[config.mk]
export PLATFORM = sky130hd
export DESIGN_NAME = uart_rx_decoder
export DESIGN_NICKNAME = d
export VERILOG_FILES = /design/src/rtl/uart_rx_decoder.sv
export SDC_FILE = /design/constraint.sdc
export NUM_CORES = 1
export LEC_CHECK = 0
export ABC_AREA = 1
export BUFFER_PORTS_ARGS = -buffer_cell sky130_fd_sc_hd__buf_2
export CORE_MARGIN = 5
export CORE_UTILIZATION = 35
export CTS_CLUSTER_SIZE = 40
export DETAILED_ROUTE_END_ITERATION = 8
export MAX_ROUTING_LAYER = met4
export SLEW_MARGIN = 15
export SYNTH_ARGS = -nofsm -noshare
export SYNTH_HDL_FRONTEND = slang
export SYNTH_SLANG_ARGS = --single-unit
[constraint.sdc]
create_clock -name io_mainClk -period 6.47 [get_ports io_mainClk]
set_input_delay 0.9705 -clock io_mainClk [delete_from_list [all_inputs] [get_ports io_mainClk]]
set_output_delay 0.9705 -clock io_mainClk [all_outputs]
set_load 0.005 [all_outputs]
[src/rtl/uart_rx_decoder.sv]
// rtl/uart_rx_decoder.sv - 8N1 UART receiver with a byte FIFO behind a valid/ready handshake
module uart_rx_decoder #(
    parameter int CLKS_PER_BIT = 868,
    parameter int FIFO_DEPTH   = 4
) (
    input  logic                        io_mainClk,
    input  logic                        io_asyncReset,
    input  logic                        io_uart_rxd,
    output logic [7:0]                  io_data,
    output logic                        io_valid,
    input  logic                        io_ready,
    output logic [$clog2(FIFO_DEPTH):0] io_count,
    output logic                        io_frameError,
    output logic                        io_overflow,
    input  logic                        io_clearErrors
);
    localparam int AW = $clog2(FIFO_DEPTH);
    localparam int CW = $clog2(CLKS_PER_BIT);
    localparam logic [CW-1:0] LAST_CNT = CW'(CLKS_PER_BIT - 1);
    localparam logic [CW-1:0] HALF_CNT = CW'(CLKS_PER_BIT / 2 - 1);
    localparam logic [AW:0]   DEPTH    = (AW + 1)'(FIFO_DEPTH);

    typedef enum logic [2:0] {
        S_IDLE,
        S_START,
        S_DATA,
        S_STOP,
        S_BREAK
    } state_t;

    logic          r_sync1;
    logic          r_sync2;
    state_t        r_state;
    logic [CW-1:0] r_cnt;
    logic [2:0]    r_bit_idx;
    logic [7:0]    r_shift;
    logic          r_frame_err;

    logic [7:0]    r_mem [FIFO_DEPTH];
    logic [AW:0]   r_wr_ptr;
    logic [AW:0]   r_rd_ptr;
    logic          r_overflow;

    logic          w_rxs;
    logic          w_cnt_last;
    logic          w_push;
    logic [AW:0]   w_count;
    logic          w_full;
    logic          w_pop;
    logic          w_wr_en;
    logic          w_drop;

    assign w_rxs      = r_sync2;
    assign w_cnt_last = (r_cnt == LAST_CNT);

    // Push is decided combinationally at the stop sample so the byte lands in the same edge.
    assign w_push = (r_state == S_STOP) && w_cnt_last && w_rxs;

    always_ff @(posedge io_mainClk or posedge io_asyncReset) begin
        if (io_asyncReset) begin
            r_sync1 <= 1'b1;
            r_sync2 <= 1'b1;
        end else begin
            r_sync1 <= io_uart_rxd;
            r_sync2 <= r_sync1;
        end
    end

    always_ff @(posedge io_mainClk or posedge io_asyncReset) begin
        if (io_asyncReset) begin
            r_state     <= S_IDLE;
            r_cnt       <= '0;
            r_bit_idx   <= '0;
            r_shift     <= '0;
            r_frame_err <= 1'b0;
        end else begin
            r_frame_err <= 1'b0;
            case (r_state)
                S_IDLE: begin
                    if (!w_rxs) begin
                        r_cnt   <= '0;
                        r_state <= S_START;
                    end
                end
                S_START: begin
                    if (r_cnt == HALF_CNT) begin
                        r_cnt <= '0;
                        if (w_rxs) begin
                            r_state <= S_IDLE;
                        end else begin
                            r_bit_idx <= '0;
                            r_state   <= S_DATA;
                        end
                    end else begin
                        r_cnt <= r_cnt + 1'b1;
                    end
                end
                S_DATA: begin
                    if (w_cnt_last) begin
                        r_cnt     <= '0;
                        r_shift   <= {w_rxs, r_shift[7:1]};
                        r_bit_idx <= r_bit_idx + 1'b1;
                        if (r_bit_idx == 3'd7) begin
                            r_state <= S_STOP;
                        end
                    end else begin
                        r_cnt <= r_cnt + 1'b1;
                    end
                end
                S_STOP: begin
                    if (w_cnt_last) begin
                        r_cnt <= '0;
                        if (w_rxs) begin
                            r_state <= S_IDLE;
                        end else begin
                            r_frame_err <= 1'b1;
                            r_state     <= S_BREAK;
                        end
                    end else begin
                        r_cnt <= r_cnt + 1'b1;
                    end
                end
                S_BREAK: begin
                    if (w_rxs) begin
                        r_state <= S_IDLE;
                    end
                end
                default: r_state <= S_IDLE;
            endcase
        end
    end

    assign w_count = r_wr_ptr - r_rd_ptr;
    assign w_full  = (w_count == DEPTH);
    assign w_pop   = io_valid & io_ready;
    assign w_wr_en = w_push & (~w_full | w_pop);
    assign w_drop  = w_push & w_full & ~w_pop;

    always_ff @(posedge io_mainClk) begin
        if (w_wr_en) begin
            r_mem[r_wr_ptr[AW-1:0]] <= r_shift;
        end
    end

    always_ff @(posedge io_mainClk or posedge io_asyncReset) begin
        if (io_asyncReset) begin
            r_wr_ptr   <= '0;
            r_rd_ptr   <= '0;
            r_overflow <= 1'b0;
        end else begin
            if (w_wr_en) begin
                r_wr_ptr <= r_wr_ptr + 1'b1;
            end
            if (w_pop) begin
                r_rd_ptr <= r_rd_ptr + 1'b1;
            end
            // A drop in the same cycle as a clear leaves the flag set.
            if (w_drop) begin
                r_overflow <= 1'b1;
            end else if (io_clearErrors) begin
                r_overflow <= 1'b0;
            end
        end
    end

    assign io_valid      = (w_count != '0);
    assign io_count      = w_count;
    assign io_data       = io_valid ? r_mem[r_rd_ptr[AW-1:0]] : 8'h00;
    assign io_frameError = r_frame_err;
    assign io_overflow   = r_overflow;

endmodule

* Yosys cells after proc, flatten, opt, wreduce, memory -nomap -nowiden *
Memory sizes are Yosys's and may differ from the RTL's.
Cells that the tools add are included.

word-level totals
  output and inout port bits = 14
  RAM bits = 32
  bits in registers = 34
  word-level logic and storage cells = 75
  memories kept = 1
  input port bits = 5

cells by class
  reductions and logical operators = 12
  equality and inequality tests = 15
  bitwise operators = 7
  multiplexer cells = 25
  add/sub/neg operators = 5

memories
  name   depth  width  read ports  clocked after memory_dff  write ports  line  RTL
  r_mem  4      8      1           0                         1            39    logic [7:0] r_mem [FIFO_DEPTH];

operators by type and width
  operator                                         number
  two-way mux 10 bit                               3
  two-way mux 3 bit                                10
  one-hot mux 10 bit (3 select lines)              1
  one-hot mux 3 bit (5 select lines)               1
  inequality test 2 bit (second input constant)    7
  adder 10 x 1 -> 10 bit (second input constant)   1
  == test 10 bit (second input constant)           1
  == test 10 x 9 -> 1 bit (second input constant)  1
  adder 3 x 1 -> 3 bit (second input constant)     3
  == test 3 bit (second input constant)            3
  two-way mux 8 bit                                1
  two-way mux 1 bit                                7
  == test 3 x 2 -> 1 bit (second input constant)   2
  one-hot mux 3 bit (2 select lines)               1
  AND reduction 6 bit                              1
  nonzero test 3 bit                               2
  AND 1 bit                                        4
  AND reduction 2 bit                              2
  AND reduction 4 bit                              1
  nonzero test 2 bit                               2
  == test 3 x 1 -> 1 bit (second input constant)   1
  logical NOT 3 bit                                1
  subtractor 3 bit                                 1
  logical AND 1 bit                                2
  4 further kinds                                  5

* Logic depth before layout (Yosys ltp) *
Gate-level depths: netlist (run 1).

  word-level depth = 7
  gate-level depth with buffers = 12
  mapped depth without buffers = 12

* Worst setup path before layout (run 1) *
OpenSTA, ideal clock, no wires.

  kind = reg-to-output
  from = reg r_wr_ptr[0]
  to = out io_data[0]
  buffers on the path = 1
  setup slack = 3.783 ns
  stages on the path, launching flop included = 12
  data arrival time = 1.716 ns
  data required time = 5.499 ns
  cells stage by stage = dfrtp_1 inv_1 ha_1 fa_1 inv_1 nand2_1 nand3b_1 nand2_1 nand3_1 buf_2 nand2_1 inv_1

on the way
  cells in the longest elaborated chain, start to end = 3

RTL lines
  item                    line  RTL
  from (decl)             40    logic [AW:0] r_wr_ptr;
  from (signal assigned)  152   r_wr_ptr <= r_wr_ptr + 1'b1;
  subtractor 3 bit        133   assign w_count = r_wr_ptr - r_rd_ptr;
  nonzero test 3 bit      166   assign io_valid = (w_count != '0);
  net io_valid            10    output logic io_valid,
  two-way mux 8 bit       168   assign io_data = io_valid ? r_mem[r_rd_ptr[AW-1:0]] : 8'h00;
  to (decl)               9     output logic [7:0] io_data,

The timed path passes the listed nets, and every way through them passes these cells.

* Final worst setup path (run 1) *
  from = reg r_rd_ptr[0]
  to = out io_data[1]

on the way
  cells in the longest elaborated chain, start to end = 3
  elaborated cells between the ends (all ways) = 4
  classes of those cells = add/sub (1); mux (1); reduce/logical (1); memory (1)

RTL lines
  item                    line  RTL
  from (decl)             41    logic [AW:0] r_rd_ptr;
  from (signal assigned)  155   r_rd_ptr <= r_rd_ptr + 1'b1;
  subtractor 3 bit        133
  nonzero test 3 bit      166
  two-way mux 8 bit *     168

Mark *: on every way between the ends. The rest lies on a longest branch, timed or not.

==> flow_summary.yaml, run 1 <==
outcome:
  outcome: "finished clean"
die:
  io_pins: 19
  die_y_um: 107
  die_w_um: 107
  start_util_pct: 35.8
  rows: 35
  core_area_mm2: 0.00924
  die_area_mm2: 0.0115
clocking:
  cts_buffers: 9
  tritoncts: "yes"
  cts_setup_buffers: 0
  clock_latency_ns: 0.33
  root_buffer: "clkbuf_8"
  post_cts_resized: 0
  cts.reportedPaths.clkPinSlew_ns: 0.07
  htree_levels: 3
  cts_buffer_depth: 2
  cts_hold_buf: 0
  cts.sinks: 66
global_routing:
  busiest_layer: "met2"
  grt.met2_usage_pct: 18.7
  grt_max_degree: 35
  track_usage_pct: 11.7
  grt_use_met1_pct: 14.6
  use_met3_pct: 4.02
  grt-ovfl-total: 0
  grt_pass1_vias: 2222
  grt_pass1_wl_mm: 10.5
  antenna_found_initial: 0
min_path:
  hold_path.class: "flop to flop"
routing:
  drc: 0
  dr.pass1.iters: 4
  via_count: 2349
  first_iter_violations: 110
  wl_mm: 6.05
  wl_per_cell_um: 11.7
  viasPerCell: 4.55
  ant_nets: 0
power_and_ir_drop:
  vdd_ir_drop_max_mv: 0.0847
  power.density_mw_per_mm2: 199
  leakage_nw: 1.87
yosys:
  synth-seq-cells: 66
  synth_top_area_share_pct: 29.0
  synth_cell_types: 31
  synth_area_mm2: 0.00331
  syn_inst: 359
  syn_nets: 375
  synth_warnings: 0
  synthDominantAreaCellType: "edfxtp_1"
  ys_seq_area_share_pct: 54.8
  synth_area_leaders: "edfxtp_1 (29%), dfrtp_1 (24%), nand2_1 (11%)"
  syn_area_per_cell_um2: 9.23
critical_path:
  path_class: "flop to output pin"
  cp-start-kind: "flop"
  required_ns: 5.50
  critPathMaxFanout: 20
  arrival_ns: 2.82
  worstSetupEndpointType: "output pin"
placed_design:
  pre_cts_slack_ns: 2.98
  place.gp.congestion: 0.882
  dp_hpwl_mm: 4.39
  port_buffers: 18
sta:
  hold_slack_ns: 0.357
  period_needed_ns: 3.79
  relSlewSlack_pct: 50.1
  hold_violations: 0
  max_freq_ghz: 0.264
  rsz0062_at_grt: "no"
  period_share_pct: 58.6
  tns_ns: 0
  finalSetupViolCount: 0
  skew_ns: 0.00702
  finalMaxSlewViolations: 0
  setup_slack_ns: 2.68
  tightest_slew_ns: 0.749
finish:
  layout-drive-gt1-share_pct: 14.5
  antenna_cells: 0
  final_cell_mix: "nand2_1 (94), inv_1 (42), nor2_1 (37)"
  layout_commonest_cell: "nand2_1"
  layout.nets: 398
  fin_util_pct: 40.1
  syn_to_final_growth_pct: 11.9
run:
  cap_violations: 0
-- synthesized netlist by cell type (all sizes together) --
cell	instances
o21ai	20
inv	47
fa	1
nand3b	3
a21oi	1
dfstp	2
nand4	12
nand3	26
edfxtp	32
nor3	3
xor2	4
ha	10
clkinv	1
mux2i	8
nand2	98
o22ai	8
dfrtp	32
clkbuf	1
buf	6
nor2	44
-- flip-flops by register name, indices dropped and copies added (netlist names) --
| register | flops |
|---|---|
| io_frameError | 1 |
| io_overflow | 1 |
| r_bit_idx | 3 |
| r_cnt | 10 |
| r_mem | 32 |
| r_rd_ptr | 3 |
| r_shift | 8 |
| r_state | 3 |
| r_sync1 | 1 |
| r_sync2 | 1 |
| r_wr_ptr | 3 |
-- critical path, stage by stage, from the launching register on --
cell and delay [ns]:
dfrtp_1 0.66, ha_1 0.34, fa_1 0.38, inv_1 0.07, nand2_1 0.06, nand2_1 0.07
nand2_1 0.06, nand2_1 0.08, nand3_1 0.38, nand2_1 0.20, inv_1 0.05, buf_2 0.12
-- per-stage QoR --
step / cell area [um^2] / total power [W] / instances
finish: 3700 / 0.000739 / 516
global route: 3700 / 0.000772 / 516
CTS: 3700 / 0.000752 / 516
detailed placement: 3530 / 0.000455 / 500
global placement: 3530 / 0.000455 / 500
floorplan: 3310 / 0.000451 / 359
-- logic make-up after synthesis --
kind of cell | Yosys count | share of synthesized area, %
DFF | 66 | 54.8
xor gates and xnor gates | 4 | 1.06
adders and majority gates | 11 | 4.38
muxes | 8 | 2.42
and+or+nand+nor | 186 | 25.8
AOI/OAI and AO/OA | 29 | 5.02
buffers and inverters | 55 | 6.54
-- final cells by class --
class	instances	area, um^2
multi-input cells	238	1280
clock buffers	9	124
flip-flops and latches	66	1810
inverters	48	180
fillers	918	5540
repair buffers	19	97.6
clock inverters	7	46.3
well taps	129	161
-- layer usage --
metal  up-vias  share of wire [%]
met5         -                  0
met4         0               0.17
met3         2                3.8
met2        32                 50
met1      1091                 46
li1       1224                  -
-- worst paths after layout --
kind	startpoint	endpoint	slack [ns]	cells after the start
hold reg to reg	r_sync1	r_sync2	0.36	0
setup / recovery	r_rd_ptr[0]	io_data[1]	2.68	11
max in group asynchronous	io_asyncReset	r_sync1	5.39	3
setup reg to reg	r_rd_ptr[0]	r_mem[2][2]	3.67	6
hold / removal	r_sync1	r_sync2	0.36	0
min in group asynchronous	io_asyncReset	r_wr_ptr[0]	0.72	3
-- power breakdown --
group	total (W)	switching, W	leakage, nW	internal (W)
logic	0.00000707	0.00000535	0.973	0.00000172
clock network	0.000293	0.000157	0.0725	0.000137
registers	0.000439	0.000000797	0.826	0.000438
(Power assumes the default switching activity.)
==> inputs of run 2 (changes only) <==
==> constraint.sdc (replaced) <==
create_clock -name io_mainClk -period 3.4 [get_ports io_mainClk]
set_input_delay 0.51 -clock io_mainClk [delete_from_list [all_inputs] [get_ports io_mainClk]]
set_output_delay 0.51 -clock io_mainClk [all_outputs]
set_load 0.005 [all_outputs]
==> flow_summary.yaml, run 2 (synthesis results as in run 1) <==
finish:
  layout-drive-gt1-share_pct: 14.7
  layout_commonest_cell: "nand2_1"
  layout.nets: 399
  antenna_cells: 0
  largest_register_ffs: 32
  final_cell_mix: "nand2_1 (94), inv_1 (42), nor2_1 (37)"
  design_area_mm2: 0.00378
  syn_to_final_growth_pct: 14.0
routing:
  wl_met3_um: 199
  drc: 0
  drt-met1-wl_mm: 2.93
  wl_met2_mm: 3.07
  dr.pass1.iters: 5
  via_count: 2380
  wl_mm: 6.20
  ant_nets: 0
  top_layer: "met3"
  wl_per_cell_um: 12.0
  first_iter_violations: 118
  viasPerCell: 4.60
clocking:
  cts_hold_buf: 0
  post_cts_resized: 0
  htree_levels: 3
  cts_setup_buffers: 0
  cts.sinks: 66
  tritoncts: "yes"
  root_buffer: "clkbuf_8"
  cts_buffers: 9
  clock_latency_ns: 0.33
  cts_buffer_depth: 2
  cts.reportedPaths.clkPinSlew_ns: 0.07
outcome:
  outcome: "finished clean"
sta:
  hold_violations: 0
  finalSetupViolCount: 0
  skew_ns: 0.00850
  rsz0062_at_grt: "no"
  max_freq_ghz: 0.336
  relSlewSlack_pct: 63.0
  finalMaxSlewViolations: 0
  period_share_pct: 87.7
  period_needed_ns: 2.98
  tns_ns: 0
  tightest_slew_ns: 0.554
die:
  start_util_pct: 35.8
  die_area_mm2: 0.0115
  rows: 35
  die_y_um: 107
  core_area_mm2: 0.00924
  die_w_um: 107
  io_pins: 19
placed_design:
  dpl_cell_area_mm2: 0.00354
  place.gp.congestion: 0.858
  port_buffers: 18
  dp_hpwl_mm: 4.40
critical_path:
  ff2ff_setup_slack_ns: 0.90
  arrival_ns: 2.47
  worstSetupEndpointType: "output pin"
  critPathMaxFanout: 13
  cp-start-kind: "flop"
  path_class: "flop to output pin"
  required_ns: 2.89
global_routing:
  grt_max_degree: 35
  antenna_found_initial: 0
  grt-ovfl-total: 0
  grt_pass1_vias: 2316
  track_usage_pct: 12.1
  grt_pass1_wl_mm: 10.9
power_and_ir_drop:
  leakage_nw: 1.92
  power.density_mw_per_mm2: 428
  vdd_ir_drop_max_mv: 0.202
run:
  cap_violations: 0
min_path:
  hold_path.class: "input pin to async pin"
run 2: changes by cell type in the layout (fill, tap and decap cells not counted), sizes merged:
cell / previous run / this run
buf: 19 / 20
bufinv: 0 / 3
clkbuf: 9 / 11
clkinv: 4 / 2
clkinvlp: 4 / 1
run 2: per-stage QoR:
| stage | util [%] | hold slack, ns | total power (W) | setup slack (ns) | cells |
|---|---|---|---|---|---|
| floorplan | - | 0.345 | 0.000858 | 1.17 | 359 |
| CTS | 40.9 | 0.258 | 0.00164 | 0.360 | 517 |
| detailed placement | 38.3 | 0.347 | 0.000866 | 0.744 | 501 |
| global route | 40.9 | 0.265 | 0.00169 | 0.182 | 517 |
| finish | 40.9 | 0.273 | 0.00162 | 0.420 | 517 |
| global placement | 38.3 | 0.347 | 0.000866 | 0.786 | 501 |
run 2: worst max-delay path: stages (launching register included):
cell     delay (ns)
dfrtp_1        0.39
inv_1          0.11
ha_1           0.22
fa_1           0.38
inv_1          0.07
nand2_1        0.06
nand2_1        0.07
nand2_1        0.06
nand2_1        0.08
nand3_1        0.35
nand2_1        0.19
inv_1          0.05
buf_2          0.12
run 2: cell type report:
type                       instances  area [um^2]
tap                              129          161
multi-input combinational        238         1280
clock buffer                      11          131
clock inverter                     5          103
inverter                          48          180
fill                             897         5460
sequential                        66         1810
timing repair buffer              20          105
run 2: worst paths after layout:
| check | from | to | cells past startpoint |
|---|---|---|---|
| min reg2reg | r_sync1 | r_sync2 | 0 |
| max reg2reg | r_rd_ptr[1] | r_mem[2][6] | 5 |
| max in group asynchronous | io_asyncReset | r_sync2 | 3 |
| max | r_wr_ptr[0] | io_data[6] | 12 |
| min | io_asyncReset | r_wr_ptr[2] | 3 |
| min in group io_mainClk | io_uart_rxd | r_sync1 | 1 |
run 2: power by group:
part | leakage, nW | switching (W) | internal, W
Clock | 0.114 | 0.000280 | 0.000487
Sequential | 0.826 | 0.00000156 | 0.000834
Combinational | 0.979 | 0.0000104 | 0.00000326
Total | 1.92 | 0.000292 | 0.00132
run 2: metal layers:
layer | GRT usage, % | vias up
met5 | - | -
met4 | 2.74 | 0
met3 | 3.78 | 0
met2 | 19.5 | 38
met1 | 15.0 | 1109
li1 | - | 1233
